File: src/rtl/cricket_match_ctrl.sv
// T20 match sequencer: turns synchronised bowl presses and the LFSR value into
// per-ball outcomes, keeps score/wickets/balls/overs and decides the winner.
module cricket_match_ctrl #(
  parameter int unsigned BALLS_PER_OVER = 6,
  parameter int unsigned OVERS          = 20,
  parameter int unsigned MAX_WICKETS    = 10,
  parameter int unsigned RUN_W          = 8
) (
  input  logic             clk,
  input  logic             reset,
  input  logic             ball_sw,
  input  logic             team_switch,
  input  logic [3:0]       lfsr_out,
  output logic             lfsr_step,
  output logic             ball_ack,
  output logic [RUN_W-1:0] runs,
  output logic [3:0]       wickets,
  output logic [2:0]       balls,
  output logic [4:0]       overs,
  output logic [RUN_W:0]   target,
  output logic             innings,
  output logic             inning_over,
  output logic             game_over,
  output logic             winner,
  output logic             tie
);

  typedef enum logic [1:0] {
    ST_INN1  = 2'd0,
    ST_BREAK = 2'd1,
    ST_INN2  = 2'd2,
    ST_DONE  = 2'd3
  } state_t;

  localparam logic [2:0] LP_LAST_BALL = 3'(BALLS_PER_OVER - 1);
  localparam logic [4:0] LP_OVERS     = 5'(OVERS);
  localparam logic [3:0] LP_WICKETS   = 4'(MAX_WICKETS);

  state_t           r_state;
  logic [2:0]       r_ball_sync;
  logic [2:0]       r_team_sync;
  logic [1:0]       r_prime_cnt;
  logic             r_ball_ack;
  logic             r_lfsr_step;
  logic [RUN_W-1:0] r_runs;
  logic [3:0]       r_wickets;
  logic [2:0]       r_balls;
  logic [4:0]       r_overs;
  logic [RUN_W:0]   r_target;
  logic             r_winner;
  logic             r_tie;

  logic             w_sync_ready;
  logic             w_ball_rise;
  logic             w_team_rise;
  logic             w_ball_live;
  logic [2:0]       w_run_inc;
  logic             w_is_wkt;
  logic             w_is_legal;
  logic [RUN_W:0]   w_runs_sum;
  logic [RUN_W-1:0] w_runs_next;
  logic             w_over_done;
  logic [2:0]       w_balls_next;
  logic [4:0]       w_overs_next;
  logic [3:0]       w_wkts_next;
  logic             w_innings_end;
  logic             w_chase_won;
  logic             w_scores_level;

  // Edges are suppressed until the third flop holds a post-reset sample, so a
  // switch already high at reset release is not seen as a press.
  assign w_sync_ready = (r_prime_cnt == 2'd3);
  assign w_ball_rise  = w_sync_ready & r_ball_sync[1] & ~r_ball_sync[2];
  assign w_team_rise  = w_sync_ready & r_team_sync[1] & ~r_team_sync[2];
  assign w_ball_live  = w_ball_rise & ((r_state == ST_INN1) || (r_state == ST_INN2));

  always_comb begin
    w_run_inc  = 3'd0;
    w_is_wkt   = 1'b0;
    w_is_legal = 1'b1;
    case (lfsr_out)
      4'd0, 4'd1, 4'd2:  w_run_inc = 3'd0;
      4'd3, 4'd4, 4'd5:  w_run_inc = 3'd1;
      4'd6, 4'd7:        w_run_inc = 3'd2;
      4'd8:              w_run_inc = 3'd3;
      4'd9, 4'd10:       w_run_inc = 3'd4;
      4'd11:             w_run_inc = 3'd6;
      4'd12, 4'd13:      w_is_wkt  = 1'b1;
      4'd14: begin
        w_run_inc  = 3'd1;
        w_is_legal = 1'b0;
      end
      default:           w_run_inc = 3'd0;
    endcase
  end

  assign w_runs_sum   = {1'b0, r_runs} + (RUN_W+1)'(w_run_inc);
  assign w_runs_next  = w_runs_sum[RUN_W] ? '1 : w_runs_sum[RUN_W-1:0];
  assign w_over_done  = w_is_legal && (r_balls == LP_LAST_BALL);
  assign w_balls_next = !w_is_legal ? r_balls : (w_over_done ? '0 : r_balls + 3'd1);
  assign w_overs_next = w_over_done ? r_overs + 5'd1 : r_overs;
  assign w_wkts_next  = r_wickets + {3'd0, w_is_wkt};

  assign w_innings_end  = (w_wkts_next == LP_WICKETS) || (w_overs_next == LP_OVERS);
  assign w_chase_won    = ({1'b0, w_runs_next} >= r_target);
  assign w_scores_level = (({1'b0, w_runs_next} + 1'b1) == r_target);

  always_ff @(posedge clk or negedge reset) begin
    if (!reset) begin
      r_state     <= ST_INN1;
      r_ball_sync <= '0;
      r_team_sync <= '0;
      r_prime_cnt <= '0;
      r_ball_ack  <= 1'b0;
      r_lfsr_step <= 1'b0;
      r_runs      <= '0;
      r_wickets   <= '0;
      r_balls     <= '0;
      r_overs     <= '0;
      r_target    <= '0;
      r_winner    <= 1'b0;
      r_tie       <= 1'b0;
    end else begin
      r_ball_sync <= {r_ball_sync[1:0], ball_sw};
      r_team_sync <= {r_team_sync[1:0], team_switch};
      if (!w_sync_ready) begin
        r_prime_cnt <= r_prime_cnt + 2'd1;
      end
      r_ball_ack  <= w_ball_live;
      r_lfsr_step <= r_ball_ack;

      if (w_ball_live) begin
        r_runs    <= w_runs_next;
        r_wickets <= w_wkts_next;
        r_balls   <= w_balls_next;
        r_overs   <= w_overs_next;
      end

      case (r_state)
        ST_INN1: begin
          if (w_ball_live && w_innings_end) begin
            r_state  <= ST_BREAK;
            r_target <= {1'b0, w_runs_next} + 1'b1;
          end
        end
        ST_BREAK: begin
          if (w_team_rise) begin
            r_state   <= ST_INN2;
            r_runs    <= '0;
            r_wickets <= '0;
            r_balls   <= '0;
            r_overs   <= '0;
          end
        end
        ST_INN2: begin
          // Reaching the target wins even on the ball that also ends the innings.
          if (w_ball_live && w_chase_won) begin
            r_state  <= ST_DONE;
            r_winner <= 1'b1;
          end else if (w_ball_live && w_innings_end) begin
            r_state  <= ST_DONE;
            r_winner <= 1'b0;
            r_tie    <= w_scores_level;
          end
        end
        default: begin
        end
      endcase
    end
  end

  assign lfsr_step   = r_lfsr_step;
  assign ball_ack    = r_ball_ack;
  assign runs        = r_runs;
  assign wickets     = r_wickets;
  assign balls       = r_balls;
  assign overs       = r_overs;
  assign target      = r_target;
  assign innings     = (r_state == ST_INN2) || (r_state == ST_DONE);
  assign inning_over = (r_state == ST_BREAK);
  assign game_over   = (r_state == ST_DONE);
  assign winner      = r_winner;
  assign tie         = r_tie;

endmodule
File: config.mk
export PLATFORM = sky130hd
export DESIGN_NAME = cricket_match_ctrl
export DESIGN_NICKNAME = d
export VERILOG_FILES = /design/src/rtl/cricket_match_ctrl.sv
export SDC_FILE = /design/constraint.sdc
export NUM_CORES = 1
export LEC_CHECK = 0
export ABC_AREA = 1
export CAP_MARGIN = 10
export CELL_PAD_IN_SITES_DETAIL_PLACEMENT = 0
export CELL_PAD_IN_SITES_GLOBAL_PLACEMENT = 1
export CORE_MARGIN = 1
export CORE_UTILIZATION = 40
export DETAILED_ROUTE_END_ITERATION = 8
export HOLD_SLACK_MARGIN = 0.12
export PLACE_DENSITY_LB_ADDON = 0.1
export SYNTH_ARGS = -nofsm -noshare
export SYNTH_HDL_FRONTEND = slang
export SYNTH_SLANG_ARGS = --single-unit
File: constraint.sdc
create_clock -name clk -period 2.87 [get_ports clk]
set_clock_uncertainty 0.05 [all_clocks]
set_input_delay 0.287 -clock clk [delete_from_list [all_inputs] [get_ports clk]]
set_output_delay 0.287 -clock clk [all_outputs]
set_load 0.05 [all_outputs]
# ---- Word-level counts from Yosys, hierarchy flattened
# Index checks and enable logic that the tools add are counted.
dict set report op_classes {
  n_eq_ne 23
  n_mux 26
  bitwise 8
  n_addsub 6
  magnitude_cmp 1
  reduce_logical 17
}
# op n
set ops {}
lappend ops {{$eq A4 B4 Y1 const B} 8}
lappend ops {{$mux W8} 4}
lappend ops {{$mux W5} 4}
lappend ops {{$eq A4 B3 Y1 const B} 4}
lappend ops {{$mux W3} 5}
lappend ops {{$pmux W3 S5} 1}
lappend ops {{$mux W4} 3}
lappend ops {{$add A8 B1 Y9 const B} 1}
lappend ops {{$add A8 B3 Y9} 1}
lappend ops {{$eq A9 B9 Y1} 1}
lappend ops {{$ge A8 B9 Y1} 1}
lappend ops {{$mux W2} 4}
lappend ops {{$eq A2 B2 Y1 const B} 3}
lappend ops {{$pmux W2 S3} 1}
lappend ops {{$reduce_or A2 Y1} 3}
lappend ops {{$add A5 B1 Y5 const B} 1}
lappend ops {{$and A1 B1 Y1} 5}
lappend ops {{$eq A5 B5 Y1 const B} 1}
lappend ops {{$add A4 B1 Y4} 1}
lappend ops {{$eq A4 B2 Y1 const B} 1}
lappend ops {{$mux W1} 4}
lappend ops {{$ne A2 B1 Y1 const B} 2}
lappend ops {{$reduce_and A2 Y1} 2}
lappend ops {{$reduce_and A4 Y1} 1}
lappend ops {{13 further kinds} 19}
dict set report totals {
  reg_bits 43
  word_cells 94
  out_inout_bits 36
}

# ---- Logic depth before layout (Yosys ltp)
dict set report depth {
  word_depth 10
  ltp_mapped 28
  depth_no_buf 28
}

# ---- Worst setup path before layout
# No wires, ideal clock.
dict set report synth_timing {
  path_type {input to register}
  from {input port lfsr_out[3]}
  to {register r_tie (netlist: tie)}
  setup_time_ns 0.067
  slack_ns -0.163
  t_arrival_ns 2.915
  required_time_ns 2.753
  path_stages 24
  cell_sequence {nand2_1 nor2_4 a21oi_1 o311ai_0 ha_1 inv_1 fa_1 inv_1 nand2_1 nand2_1 nand3_1 nor2_1 nor2_2 ha_1 a21o_1 a22oi_1 nand4_1 nand2_1 inv_1 nor2_1 nand2_1 nor2_2 nand2_1 nand2_1}
}
dict set report synth_via {
  elab_chain_len 9
  word_cells_on_any_way 34
}
# element line
set synth_rtl {}
lappend synth_rtl {{from (decl)} 13} ;# input logic [3:0] lfsr_out,
lappend synth_rtl {{branches (longest 9 deep; another with $add A8 B3 Y9)} n/a}
lappend synth_rtl {{to (signal assigned)} 163} ;# r_tie <= w_scores_level;
lappend synth_rtl {{to (decl)} 51} ;# logic r_tie;
# Several ways; the timed one is not identified.
# A chain may end at the register's enable or synchronous reset.

# ---- Worst setup path in the final report
dict set report layout_timing {
  from {input port lfsr_out[0]}
  to {register r_tie (netlist: tie)}
}
# The elaborated chain is that of the path after synthesis.

==> implementation parameters <==
Parameter                              Value

Synth
  Ys flop type    sky130_fd_sc_hd__dfrtp_1
  Total of warnings raised by yosys    0
  Count of different cell masters after synthesis    40
  Biggest area consumer among synthesized cells    sky130_fd_sc_hd__dfrtp_1
  Share of synthesized flip-flops with an asynchronous set or reset    between 90% and 100%
  Syn Nets    around 430
  EDFF count, synth    0
  Cell Area, Synth    3060 µm²
  Fraction of synthesized cell area taken by the top area cell type    about a third
  Average cell area after synthesis    roughly 7.6 µm²
  Post-synthesis cell count    between 400 and 500
  Portion of the post-synthesis area used by sequential elements    a little over a third
  Most instantiated cells after synthesis    sky130_fd_sc_hd__nand2_1 (95), sky130_fd_sc_hd__inv_1 (61), sky130_fd_sc_hd__dfrtp_1 (43)
  Most numerous cell in the Yosys netlist    sky130_fd_sc_hd__nand2_1
  Biggest area contributors in the synthesized netlist    sky130_fd_sc_hd__dfrtp_1 (35%), sky130_fd_sc_hd__nand2_1 (12%), sky130_fd_sc_hd__ha_1 (9.4%)
  Flops & latches, synth    43

Critical path
  R2R cell count    22
  Family with the most delay on the worst path    simple AND/OR/NAND/NOR gates
  Worst Setup Start Kind    input port
  Endpoint required time on the critical path    about 3 ns
  Number of buffer and inverter instances along the worst setup path    8
  Logic depth of the worst path, buffers included    29
  CP max stage cell    sky130_fd_sc_hd__fa_2
  Kind of critical path    in -> reg
  Delay of the slowest critical-path stage    0.36 ns
  Worst reg2reg endpoint    tie$_DFFE_PN0P_
  Critical register-to-register path startpoint    runs[0]$_DFF_PN0_
  Worst setup EP type    flip-flop
  CP Max Fanout    7
  R2r setup slk    0.07 ns
  Arrival time at the worst endpoint    between 3 and 4 ns
  CP Capture Point    tie$_DFFE_PN0P_
  Worst setup path start    lfsr_out[0]

Clocking
  Num CTS Buffers    5
  Clock sinks    43
  Buffer type at the clock tree root    sky130_fd_sc_hd__clkbuf_8
  Maximum level of the CTS H-tree    2
  Buffers from clock root to sink, at most    2
  Clk Latency, worst-skew pair    about 0.30 ns
  TritonCTS clock tree    built
  Clock Pin Slew Worst Setup and Hold Paths    0.09 ns

GRT
  Largest net degree at the start of global routing    44
  GR Util All Layers    about a fifth
  Number of global-route vias before repair    2739
  Antenna violations before repair    0
  Total gr overflow    0
  First-pass GRT wire length    roughly 12000 µm

Outcome
  Run status    complete, but fails checks
  Failing checks    negative setup slack

STA
  Worst Setup Slack, final    -0.0852 ns
  Hold WS    between 0.1 and 0.15 ns
  Final number of hold-violating endpoints    0
  Share of the cycle needed by the critical path after routing    103%
  Worst Tran Pin Value    a little over 1 ns
  Headroom to the max-slew limit    roughly a third
  Final slew viol count    0
  Number of setup violations in the final report    4
  RSZ-0062 raised after global routing    yes
  Final Critical Period    approximately 3.0 ns
  Achievable clock frequency    0.338 GHz

Drt
  Average routed wire per standard cell    12.6 µm
  Iteration-0 DRC count of the detailed router    85
  Post-route antenna net violation count    0
  DRT Wirelength    7460 µm
  Overall via count from detail_route    around 2800
  Post-route DRC violation count    0
  Vias/cell    roughly 4.7
  Number of detailed-route iterations in the first pass    4

Cells and area
  Final Instance Area    4220 µm²
  Area growth syn-to-layout    38.2%
  Share of final-layout standard cells stronger than drive strength 1    roughly 29%
  Count of antenna diodes in the layout    0
  Post-layout net count    about 530

Placement
  Area after DPL    about 4000 µm²
  Final weighted congestion of routability-driven global placement    0.872
  Input/output buffers    43
  Post-Place Worst Slack    -0.913 ns
  Half-perimeter wire length of the detailed placement result    roughly 5700 µm

Flow run
  Max-cap check violation count    0

Floorplanning
  Initial core utilization    41.7%
  Die footprint    between 7000 and 8000 µm²
  Die height    89.4 µm
  Site Rows    31
  Area of the core    around 7300 µm²
  Die X-Extent    around 90 µm
  Count of pins on the block boundary    44

Worst hold path
  Hold crit path type    in -> async

Power
  Power per unit of standard cell area    1230 nW/µm²
  Worst IR Drop VDD    just under 0.7 mV
  Leakage component of the power    around 2.1 nW
[cells by family (layout without fill, tap and decap cells)]
| logic type | Yosys count | after routing | share of synthesized area (%) |
|---|---|---|---|
| compound gates | 65 | 65 | 13.1 |
| xor+xnor | 4 | 4 | 1.15 |
| fa+ha+maj | 24 | 24 | 10.1 |
| buf+inv | 75 | 169 | 9.75 |
| flops | 43 | 43 | 35.2 |
| simple gates | 190 | 190 | 30.8 |
[worst min path at each step]
| stage | from | end | slack (ns) | cells after the start |
|---|---|---|---|---|
| finish | reset | overs[0]$_DFF_PN0_ | 0.10 | 1 |
| detailed placement | r_ball_sync[0]$_DFF_PN0_ | r_ball_sync[1]$_DFF_PN0_ | 0.28 | 0 |
| floorplan | reset | ball_ack$_DFF_PN0_ | -0.06 | 0 |
| global placement | r_ball_sync[0]$_DFF_PN0_ | r_ball_sync[1]$_DFF_PN0_ | 0.28 | 0 |
| CTS | reset | target[2]$_DFFE_PN0P_ | 0.14 | 1 |
| global route | reset | target[2]$_DFFE_PN0P_ | 0.20 | 1 |
[through the flow]
stage	TNS [ns]	total power (W)	utilization (%)	cells
after global routing	-1.30	0.00562	57.6	594
after global placement	-6.60	0.00455	54.1	581
final	-0.262	0.00518	57.6	594
after CTS	-0.440	0.00505	56.2	593
after detailed placement	-7.52	0.00458	54.1	581
after floorplan	-0.0539	0.00333	-	401
[placed cells by master, fill, tap and decap left out, types with 5 or more instances in the layout]
cell	netlist	routed
sky130_fd_sc_hd__a21oi_1	17	14
sky130_fd_sc_hd__nand3_2	9	9
sky130_fd_sc_hd__inv_2	7	10
sky130_fd_sc_hd__clkbuf_8	0	5
sky130_fd_sc_hd__nand2_1	95	88
sky130_fd_sc_hd__o21ai_0	25	24
sky130_fd_sc_hd__nor2_4	3	5
sky130_fd_sc_hd__dfrtp_1	43	42
sky130_fd_sc_hd__nor2_1	29	22
sky130_fd_sc_hd__buf_4	0	46
sky130_fd_sc_hd__ha_1	23	18
sky130_fd_sc_hd__nand3_1	22	21
sky130_fd_sc_hd__o21ai_2	7	6
sky130_fd_sc_hd__inv_1	61	56
sky130_fd_sc_hd__nand2_2	9	15
sky130_fd_sc_hd__clkdlybuf4s50_1	0	38
sky130_fd_sc_hd__nor2_2	5	10
[metal layers]
layer	GRT usage, %	share of wire (%)	vias up
met5	0	0	-
li1	-	-	1475
met4	5.63	1.8	0
met1	25.4	47	1287
met2	36.8	48	45
met3	2.95	2.9	14
[timing repair]
item | in CTS | in global routing
pin swaps | 18 | 19
setup buffers | 4 | 1
endpoints found under the setup margin | 10 | 7
hold buffers | 0 | 0
gates resized for setup | 29 | 22
[sequential cells by signal, summed over array words and instances, names as in the netlist]
register     count
runs             8
r_ball_sync      3
target           9
ball_ack         1
lfsr_step        1
r_state          2
tie              1
winner           1
balls            3
wickets          4
r_team_sync      3
overs            5
r_prime_cnt      2
[final cells by class]
class	instances	area [µm²]
clock buffer	5	68.8
sequential	43	1080
clock inverter	3	23.8
tap	99	124
fill	688	3110
multi-input combinational	283	1850
inverter	70	283
timing repair buffer	91	798
[report_power, final]
part	internal [W]	total [W]	switching [W]	leakage (nW)
clock	0.000174	0.000412	0.000238	0.0408
combinational	0.00148	0.00369	0.00221	1.53
sequential	0.000823	0.00108	0.000255	0.518
total	0.00247	0.00518	0.00271	2.09
No activity file was read; power rests on OpenSTA's default activity.
==> variant 1: new RTL, same flow settings <==
`RUN_W`: 8 -> 6.
--- a/src/rtl/cricket_match_ctrl.sv
+++ b/src/rtl/cricket_match_ctrl.sv
@@ -4,7 +4,7 @@
   parameter int unsigned BALLS_PER_OVER = 6,
   parameter int unsigned OVERS          = 20,
   parameter int unsigned MAX_WICKETS    = 10,
-  parameter int unsigned RUN_W          = 8
+  parameter int unsigned RUN_W          = 6
 ) (
   input  logic             clk,
   input  logic             reset,
Interface: changed (resized runs and target); port bits go from 44 to 40. The function was not compared with the original's and may differ.
==> variant 1 against the unedited design <==
Worst setup slack improved by 190 ps; power is 14% lower; register-to-register slack improved by 100 ps; wire length is 24% lower; fmax up 7.0%; clock power decreased by 12%; area after synthesis fell by 19%; core utilization up 1.8 points; critical path depth down 5; design area fell by 16%; sequential cell count fell by 4; via count is 19% lower.
==> variant 1: results (changes against the unedited design) <==
[layout]
final_layout_size_suffix_gt1_share_pct=23.70  ; -5.6 points
largest_register_ff_count=7  ; -2
nets=434  ; -17%
multi_input_area_um2=1526  ; -17%

[power]
pwr-share-comb_pct=69.9  ; -1.3 points
ir_worst_vdd_uv=740.5  ; +7.2%
swShare_pct=50.63  ; -1.6 points
clkPwrFrac_pct=8.2  ; +0.2 points
leakagePower_nw=1.734  ; -17%

[logic_synthesis]
synth-xor-area-share_pct=1.759  ; +0.61 points
synth_area_leaders=dfrtp_1, nand2_1, ha_1
syn-num-nets=355  ; -18%
yosys-top-cells-count=nand2_1, inv_1, dfrtp_1
synth.distinct_cells=30  ; -25%

[worst_hold_path]
min_path_type=reg2reg

[sta]
holdWs_ps=301.8  ; +196.9 ps
slew_headroom_pct=41.83  ; +9.2 points
setup_viol=0  ; -4

[placed_design]
dpl_cell_area_um2=3188  ; -20%
port_buffers=39  ; -9.3%
hpwl_mm=4.077  ; -29%
place_inst=466  ; -20%

[die]
start_util_pct=41.81  ; +0.13 points

[cts]
cts_hold_buf=1  ; +1
post_cts_buffers=2  ; -2
ctsResizeCount=10  ; -66%

[setup_path]
path_max_fanout=4  ; -3
worstPathArrival_ps=2940  ; -210 ps
crit_path_max_incr_delay_ps=430  ; +70 ps

[global_routing]
grt_max_degree=40  ; -9.1%
grt_pass1_vias=2100  ; -23%

[detailed_routing]
firstDrtPassIters=5  ; +1
drt_iter0_markers=86  ; +1.2%
routed_wirelength_mm=5.678  ; -24%

[outcome]
status=complete, no violations

[variant 1: cell count changes after synthesis, moves of 5 or more]
cell | unedited run | this run
nand2_2 | 9 | 2
nand3_2 | 9 | 1
inv_1 | 61 | 47
inv_2 | 7 | 1
o21ai_0 | 25 | 20
nand2_1 | 95 | 82
[variant 1: cell type report]
type	count	share of cell area, %
Clock inverter	2	0.3536
Timing Repair Buffer	76	19.06
Inverter	48	5.163
Multi-Input combinational cell	234	43.14
Sequential cell	39	27.58
Clock buffer	6	2.051
Tap cell	75	2.652
[variant 1: logic make-up (layout without fill, tap and decap cells)]
group / Yosys count / count (layout)
buf+inv: 52 / 132
flops: 39 / 39
mux: 1 / 1
fa+ha+maj: 22 / 22
simple gates: 154 / 154
xor+xnor: 5 / 5
compound gates: 52 / 52
[variant 1: layer usage]
metal	global-route usage, %	part of all wire [%]	vias to the layer above
met2	29.50	47	31
met1	22.95	49	1043
met5	0	0	-
met4	5.357	1.0	0
met3	4.045	2.8	7
li1	-	-	1213
[variant 1: path summary, 6_finish.rpt]
path                                               start                       end  cells past startpoint
max in group asynchronous                          reset     target[4]$_DFFE_PN0P_                      2
worst min-delay path            r_ball_sync[0]$_DFF_PN0_  r_ball_sync[1]$_DFF_PN0_                      0
worst min register to register  r_ball_sync[0]$_DFF_PN0_  r_ball_sync[1]$_DFF_PN0_                      0
worst max-delay path                         lfsr_out[2]           tie$_DFFE_PN0P_                     24
worst max register to register         runs[0]$_DFF_PN0_           tie$_DFFE_PN0P_                     19
min in group asynchronous                          reset        overs[3]$_DFF_PN0_                      2
[variant 1: worst register-to-register path: cells and delay by family (launching register included)]
kind                     cells  cell delay [ps]
buffers and inverters        1               70
AO/OA/AOI/OAI                3              290
AND/OR/NAND/NOR             12              940
adder cells (fa/ha/maj)      3              870
flip-flops                   1              410
==> variant 2: new RTL, same settings <==
Without the edit above. Re-encode `state_t` (4 states) as one-hot, 4 bits wide.
--- a/src/rtl/cricket_match_ctrl.sv
+++ b/src/rtl/cricket_match_ctrl.sv
@@ -25,11 +25,11 @@
   output logic             tie
 );
 
-  typedef enum logic [1:0] {
-    ST_INN1  = 2'd0,
-    ST_BREAK = 2'd1,
-    ST_INN2  = 2'd2,
-    ST_DONE  = 2'd3
+  typedef enum logic [3:0] {
+    ST_INN1  = 4'b0001,
+    ST_BREAK = 4'b0010,
+    ST_INN2  = 4'b0100,
+    ST_DONE  = 4'b1000
   } state_t;
 
   localparam logic [2:0] LP_LAST_BALL = 3'(BALLS_PER_OVER - 1);
Check against the original RTL: same outputs for any inputs over 10 cycles, from zero or initial values and one cycle with reset low; not proved beyond that.
==> variant 2 against the unedited design <==
The flow still finishes with violations (setup timing); design area is 1.1% higher; hold slack gained 220 ps; core utilization rose by 4.2 points; die area shrank 4.4%; sequential cell count increased by 2; first-iteration DRC count is 34% higher; area after synthesis is 4.5% lower; worst setup slack better by 23 ps; critical path depth fell by 4; count of clock-buffer cells in the layout rose by 1; wire length decreased by 0.20%; largest cell class unchanged.
Power is left out: it rests on default switching activity, and per cell area and clock period it moved more than threefold.
==> variant 2: results (changes against the unedited design) <==
[layout]
final_layout_size_suffix_gt1_share_pct=30.30  ; +1.0 points
largest_register_ff_count=9  ; unchanged
nets=521  ; -0.95%
fillers=639  ; -7.1%

[sta]
timing.final.ws_setup_ps=-61.77  ; +23.43 ps
setup_viol=4  ; unchanged
holdWs_ps=320.9  ; +216.0 ps
slew_headroom_pct=60.61  ; +28 points
timing.setup.tns_ps=-164.7  ; +97.46 ps

[global_routing]
grt_pass1_vias=2634  ; -3.8%
grt_use_total_pct=20.89  ; +0.43 points
grt_pass1_wl_mm=12.36  ; -0.95%
grt_max_degree=46  ; +4.5%

[setup_path]
r2r_end=winner$_DFFE_PN0P_
r2r-start=runs[2]$_DFF_PN0_
critical-path-top-delay-family=simple AND/OR/NAND/NOR gates
path_max_fanout=4  ; -3
r2r_slack_ps=-20  ; -90 ps
reg2regPathDepth=19  ; -14%
worstPathArrival_ps=3080  ; -70 ps

[detailed_routing]
wl_per_cell_um=12.60  ; +0.31%
drt_iter0_markers=114  ; +34%
viasPerCell=4.785  ; +0.76%

[logic_synthesis]
synth-xor-area-share_pct=0.9001  ; -0.25 points
synth_compound_area_share_pct=12.90  ; -0.16 points
yosys-top-cells-count=nand2_1, inv_1, dfrtp_1
synth_area_leaders=dfrtp_1, nand2_1, ha_1
ys_seq_area_share_pct=38.62  ; +3.4 points
synthAdderAreaFrac_pct=8.401  ; -1.7 points
synthMuxAreaShare_pct=0.3858  ; +0.39 points
syn-num-nets=411  ; -5.1%

[cts]
clockBufferDepth=2  ; unchanged

[placed_design]
dpl_worst_slack_ps=-1026  ; -112.6 ps
place.gp.congestion=0.7884  ; -9.6%
hpwl_mm=5.381  ; -5.7%

[outcome]
violations=setup timing
status=complete, but fails checks

[worst_hold_path]
min_path_type=reg2reg

-- variant 2: cell count changes in the layout (fill, tap and decap cells not counted), sizes merged, moves of 2 or more --
cell | unedited run | this run
o211ai | 3 | 0
inv | 69 | 58
xnor2 | 4 | 2
nand4 | 4 | 7
a211oi | 1 | 3
o21a | 0 | 2
nand2 | 107 | 101
ha | 23 | 18
buf | 53 | 70
a21oi | 18 | 20
clkinvlp | 2 | 0
-- variant 2: worst max path at each step --
stage	startpoint	to	slack [ps]	depth (start not counted)
detailed placement	lfsr_out[1]	r_state[1]$_DFFE_PN0P_	-1030	28
global route	lfsr_out[0]	r_state[3]$_DFFE_PN0P_	-280	27
CTS	lfsr_out[1]	r_state[3]$_DFFE_PN0P_	-100	26
global placement	lfsr_out[1]	tie$_DFFE_PN0P_	-890	29
finish	lfsr_out[3]	r_state[1]$_DFFE_PN0P_	-60	25
floorplan	lfsr_out[1]	r_state[3]$_DFFE_PN0P_	2	28
-- variant 2: worst register-to-register path, delay by kind of cell, from the launching register on --
kind	cells	cell delay, ps
fa+ha+maj	2	640
simple gates	11	1030
buf+inv	5	510
flops	1	420
compound gates	1	180
-- variant 2: cell families after synthesis --
family | after synthesis
XOR/XNOR | 3
adder cells (fa/ha/maj) | 19
multiplexers | 1
flip-flops | 45
buffers and inverters | 64
AO/OA/AOI/OAI | 66
AND/OR/NAND/NOR | 186
-- variant 2: final cells by class --
cell class	instances	area [um^2]	share of cell area, %
repair buffers	109	948.4	22.22
multi-input cells	275	1730	40.53
well taps	96	120.1	2.814
flip-flops and latches	45	1131	26.49
clock buffers	6	72.57	1.700
clock inverters	2	38.79	0.9086
inverters	58	227.7	5.334
-- variant 2: through the flow --
step                      instances  instance area (um^2)  util (%)
after floorplan                 384                  2997         -
after global placement          567                  3881     56.20
after detailed placement        567                  3881     56.20
after CTS                       587                  4131     59.82
after global routing            591                  4269     61.81
final                           591                  4269     61.81
-- variant 2: per-layer routing --
layer / vias up / GRT usage, % / routed length [um]
li1: 1471 / - / -
met1: 1305 / 30.61 / 3822
met2: 45 / 32.39 / 3334
met3: 7 / 3.318 / 227
met4: 0 / 4.322 / 62
met5: - / 0 / 0
-- variant 2: timing repair --
action                                  in CTS  in global routing
hold buffers                                 1                  0
resized for setup                           34                 31
pin swaps                                   11                 16
buffers inserted                            11                  4
hold endpoints to repair                    44                  0
endpoints found under the setup margin      12                  8
